==> src/rtl/i2c_pkg.sv <==
// Shared constants for the APB/I2C datapath FIFOs.
package i2c_pkg;

  localparam int unsigned I2C_TX_DWIDTH   = 32;
  localparam int unsigned I2C_RX_DWIDTH   = 16;
  localparam int unsigned I2C_FIFO_AWIDTH = 4;

  function automatic int unsigned fifo_depth(input int unsigned awidth);
    return 32'd1 << awidth;
  endfunction

endpackage

==> src/rtl/fifo_i2c_mem.sv <==
// Simple dual-port register array: synchronous write, asynchronous read.
// Kept separate so a technology RAM can replace it.
module fifo_i2c_mem
  import i2c_pkg::*;
#(
  parameter int unsigned DWIDTH = I2C_TX_DWIDTH,
  parameter int unsigned AWIDTH = I2C_FIFO_AWIDTH
) (
  input  logic              pclk,
  input  logic              wr_en,
  input  logic [AWIDTH-1:0] wr_addr,
  input  logic [DWIDTH-1:0] wr_data,
  input  logic [AWIDTH-1:0] rd_addr,
  output logic [DWIDTH-1:0] rd_data
);

  logic [DWIDTH-1:0] mem [fifo_depth(AWIDTH)];

  always_ff @(posedge pclk) begin
    if (wr_en) mem[wr_addr] <= wr_data;
  end

  assign rd_data = mem[rd_addr];

endmodule

==> src/rtl/fifo_i2c.sv <==
// Show-ahead FIFO between the APB slave and the I2C core.
// Define FIFO_I2C_ERR_FLAG_EN to add sticky overflow/underflow flags with err_clr.
module fifo_i2c
  import i2c_pkg::*;
#(
  parameter int unsigned DWIDTH = I2C_TX_DWIDTH,
  parameter int unsigned AWIDTH = I2C_FIFO_AWIDTH
) (
  input  logic              pclk,
  input  logic              preset,
  input  logic              wr_en,
  input  logic [DWIDTH-1:0] wr_data,
  input  logic              rd_en,
  output logic [DWIDTH-1:0] rd_data,
  output logic              full,
  output logic              empty,
  output logic [AWIDTH:0]   level
`ifdef FIFO_I2C_ERR_FLAG_EN
  ,
  input  logic              err_clr,
  output logic              overflow,
  output logic              underflow
`endif
);

  localparam logic [AWIDTH:0] ONE = {{AWIDTH{1'b0}}, 1'b1};

  logic [AWIDTH:0] wr_ptr;
  logic [AWIDTH:0] rd_ptr;
  logic            push;
  logic            pop;

  assign empty = (wr_ptr == rd_ptr);
  assign full  = (wr_ptr[AWIDTH-1:0] == rd_ptr[AWIDTH-1:0]) &&
                 (wr_ptr[AWIDTH] != rd_ptr[AWIDTH]);

  // A push into a full FIFO is safe when a pop frees the head slot this cycle.
  assign push = wr_en && (!full || rd_en);
  assign pop  = rd_en && !empty;

  always_ff @(posedge pclk or posedge preset) begin
    if (preset) begin
      wr_ptr <= '0;
      rd_ptr <= '0;
      level  <= '0;
    end else begin
      if (push) wr_ptr <= wr_ptr + ONE;
      if (pop)  rd_ptr <= rd_ptr + ONE;
      if (push && !pop)      level <= level + ONE;
      else if (pop && !push) level <= level - ONE;
    end
  end

  fifo_i2c_mem #(
    .DWIDTH (DWIDTH),
    .AWIDTH (AWIDTH)
  ) u_mem (
    .pclk    (pclk),
    .wr_en   (push),
    .wr_addr (wr_ptr[AWIDTH-1:0]),
    .wr_data (wr_data),
    .rd_addr (rd_ptr[AWIDTH-1:0]),
    .rd_data (rd_data)
  );

`ifdef FIFO_I2C_ERR_FLAG_EN
  // Set has priority over a simultaneous clear.
  always_ff @(posedge pclk or posedge preset) begin
    if (preset) begin
      overflow  <= 1'b0;
      underflow <= 1'b0;
    end else begin
      if (wr_en && full && !rd_en) overflow <= 1'b1;
      else if (err_clr)            overflow <= 1'b0;
      if (rd_en && empty)          underflow <= 1'b1;
      else if (err_clr)            underflow <= 1'b0;
    end
  end
`endif

endmodule

==> config.mk <==
export PLATFORM = sky130hd
export DESIGN_NAME = fifo_i2c
export DESIGN_NICKNAME = d
export VERILOG_FILES = /design/src/rtl/i2c_pkg.sv /design/src/rtl/fifo_i2c_mem.sv /design/src/rtl/fifo_i2c.sv
export SDC_FILE = /design/constraint.sdc
export NUM_CORES = 1
export LEC_CHECK = 0
export ABC_CLOCK_PERIOD_IN_PS = 4000
export CAP_MARGIN = 30
export CORE_MARGIN = 2
export CORE_UTILIZATION = 55
export CTS_BUF_LIST = sky130_fd_sc_hd__clkbuf_8
export DETAILED_ROUTE_END_ITERATION = 10
export PLACE_DENSITY = 0.75
export SLEW_MARGIN = 25
export SYNTH_ARGS = -nofsm -noshare
export SYNTH_HDL_FRONTEND = slang
export SYNTH_SLANG_ARGS = --single-unit
==> constraint.sdc <==
create_clock -name pclk -period 4 [get_ports pclk]
set_clock_uncertainty 0.05 [all_clocks]
set_input_delay 0.6 -clock pclk [delete_from_list [all_inputs] [get_ports pclk]]
set_output_delay 0.6 -clock pclk [all_outputs]
set_load 0.03 [all_outputs]
==> metrics.md, run 1 <==
| Metric | Value |
|---|---|
| Die Span Y | `approximately 200 µm` |
| Final Util | `between 60% and 70%` |
| Worst-margin pin slew | `around 860 ps` |
| Seq cells post-synth | `~530` |
| Sequential Power Share | `roughly 41%` |
| Critical Path RT | `3350 ps` |
| Gpl congestion | `approximately 0.73` |
| Die area | `just under 40,000 µm²` |
| Max_cap viols | `0` |
| CP Max Fanout | `8` |
| Post-synth top flop | `edfxtp_1` |
| Crit path time final | `3830 ps` |
| Async set-reset flop share out of synthesis | `between 2 and 3%` |
| Status | `complete, no violations` |
| Core area | `36,700 µm²` |
| Unrepaired setup endpoints after global routing | `false` |
| Final Hold Fails | `0` |
| Buffers on Ports | `74` |
| Post-synthesis xor/xnor area fraction | `0.769%` |
| Startpoint types | `flop` |
| Setup TNS | `0 ps` |
| Peak supply drop | `between 400 and 500 µV` |
| Ratio of cells with drive above 1 in the final layout | `26.4%` |
| Final Cycle Share | `a little over nine tenths` |
| Compound-Gate Fraction of Synth Area | `approximately 2.5%` |
| Yosys cell types | `33` |
| CTS Hold Bufs | `0` |
| R2R depth | `12` |
| Clk_lat worst skew | `between 600 and 700 ps` |
| Clock buffer depth | `3` |
| CP Capture Type | `output pin` |
| Slew Limit Fails | `0` |
| Synth-to-Final Area Change | `15.6%` |
| Cells after synthesis | `919` |
| Post-synthesis mux area share | `between 15 and 20%` |
| Leakage dissipation | `0.00777 µW` |
| Synth Cell Area | `20,500 µm²` |
| Synth warn | `0` |
| Nets | `between 1,000 and 1,500` |
| Slew headroom | `42.7%` |
| # DRC | `0` |
| Largest net degree at the start of global routing | `between 40 and 50` |
| Clk sinks | `about 530` |
| Max Fclk | `between 0.2 and 0.3 GHz` |
| Root buffer cell | `clkbuf_8` |
| I/O Pins | `75` |
| Drt initial violations | `approximately 790` |
| Post-synth EDFFs | `between 500 and 600` |
| Area after DPL | `~22,000 µm²` |
| Sw frac | `around 32%` |
| Initial antenna violation count | `0` |
| CTS tree | `built` |
| Diodes inserted | `0` |
| Clk slew on worst S/H paths | `approximately 70 ps` |
| Net Switching | `5520 µW` |
| Post-synthesis simple-gate area fraction | `1.89%` |
| Final Cell Area | `around 24,000 µm²` |
| Clock power share | `23.5%` |
| Seq/Total Area, Yosys | `around three quarters` |
| Row cnt | `70` |
| Final setup fails | `0` |
| Syn Nets | `965` |
| Vias in the first global route | `approximately 10,000` |
| Router iterations before antenna repair | `6` |
| HPWL after DPL | `23.0 mm` |
| Power per cell area | `723 nW/µm²` |
| Combinational fraction of design power | `35.5%` |
| Avg Inst Size Synth | `22.3 µm²` |
| CTS HTree Levels | `3` |
| Initial Util | `between 50% and 60%` |
| Number of vias per cell | `about 6` |
| WL/cell | `25.7 µm` |
| Int Pwr | `between 10,000 and 15,000 µW` |
| Grt total ovfl | `0` |
| Setup Crit Path Kind | `reg -> out` |
| First-pass GRT wire length | `just over 60 mm` |
| Crit path DAT | `about 3200 ps` |
| Adder-Cell Fraction of Synth Area | `less than 1%` |
| Hold WC Path Type | `in -> async` |
| Largest family of logic cells by synthesized area | `multiplexers` |
| Die width | `197 µm` |
| Detailed-route via count | `a little under 10,000` |
| Fill cells | `around 2,300` |
| All-Layer GR Usage | `21.9%` |
| Post-DRT Antenna Nets | `0` |
| WL final | `just over 40 mm` |
| CTS buffer count | `83` |
## flip-flops by register name (all words and copies together), names as in the netlist
name,cells
rd_ptr,5
level,5
wr_ptr,5
u_mem.mem,512
## area by class of cell
class                      instances  area, µm²  share of cell area, %
clock buffer                      86       1180                   4.99
tap                              468        586                   2.47
clock inverter                    59        279                   1.18
inverter                           4       15.0                 0.0633
sequential                       527      15800                   66.5
multi-input combinational        336       4470                   18.9
timing repair buffer             125       1410                   5.94
## through the flow
step | hold WS [ps] | worst slack (ps) | cells | total power [µW]
global route | 361 | 55.1 | 1605 | 17900
detailed placement | 431 | 568 | 1446 | 13100
CTS | 319 | 40.2 | 1593 | 17200
floorplan | 448 | 250 | 919 | 11200
finish | 332 | 174 | 1605 | 17100
global placement | 412 | 564 | 1446 | 13000
## layer usage
layer | vias up | global-route usage, % | part of all wire (%)
met4 | 0 | 6.74 | 2.0
met3 | 61 | 4.44 | 6.2
li1 | 4185 | - | -
met1 | 5076 | 31.2 | 43
met2 | 348 | 34.8 | 49
met5 | - | 0 | 0
## worst paths after layout
check / from / end / slack (ps)
worst max-delay path: rd_ptr[0] / rd_data[7] / 170
worst min-delay path: preset / rd_ptr[1] / 330
worst max register to register: rd_ptr[1] / level[4] / 600
worst min register to register: level[4] / level[4] / 440
max in group asynchronous: preset / rd_ptr[0] / 3070
min in group pclk: level[4] / level[4] / 440
## logic make-up (layout without fill, tap and decap cells)
kind of cell,after synthesis,after routing
XOR/XNOR,18,18
multiplexers,164,164
AO/OA/AOI/OAI,78,78
buffers and inverters,56,274
AND/OR/NAND/NOR,66,66
adder cells (fa/ha/maj),10,10
flip-flops,527,527
## power groups by stage
stage	registers, µW	clock network (µW)	logic, µW
final	7030	4030	6080
after global routing	7070	4360	6470
after CTS	7080	4120	6000
after detailed placement	7220	0	5850
after global placement	7180	0	5780
after floorplan	6970	0	4180
## synth_stat cells (3+ instances only)
| master | instances | area share, % |
|---|---|---|
| mux2i_1 | 33 | 1.6 |
| a211oi_1 | 31 | 1.1 |
| buf_2 | 31 | 0.76 |
| nand2_1 | 4 | 0.073 |
| xnor2_1 | 13 | 0.56 |
| and3_1 | 15 | 0.46 |
| ha_1 | 9 | 0.55 |
| buf_6 | 10 | 0.55 |
| mux4_2 | 128 | 14 |
| dfrtp_1 | 15 | 1.8 |
| a21oi_1 | 36 | 0.88 |
| nor2b_1 | 35 | 1.1 |
| clkbuf_1 | 10 | 0.18 |
| inv_1 | 4 | 0.073 |
| nor2_1 | 6 | 0.11 |
| edfxtp_1 | 512 | 75 |
| o211ai_1 | 3 | 0.11 |
| xor2_1 | 5 | 0.21 |
## repair_timing
action                                  4_1_cts  5_1_grt
setup buffers                                 1       12
gates cloned                                  1        0
resized for setup                             1        1
hold endpoints to repair                      0        0
endpoints found under the setup margin       17        8
## worst max-delay path, cell delays in order, from the launching register on
cell             delay, ps
dfrtp_4                530
buf_4                  170
mux4_2                 480
nor2b_1                140
a211oi_1               340
a21oi_1                210
clkdlybuf4s50_1        680
## layout by cell type, fill, tap and decap left out, drive strengths merged, types with 4 or more instances in the layout
cell type      count
clkdlybuf4s50     74
inv               38
nor2               6
nand2              4
mux4             128
ha                 9
a21oi             36
xnor2             13
clkbuf            86
and3              15
buf               50
xor2               5
mux2i             33
dfrtp             15
a211oi            33
clkinv            22
edfxtp           512
nor2b             35
(Power assumes the default switching activity.)
==> inputs of run 2 (changes only) <==
SLEW_MARGIN = 20   (was 25)
==> results of run 2 <==
No change in the layout: final DEF, timing and power equal those of run 1.
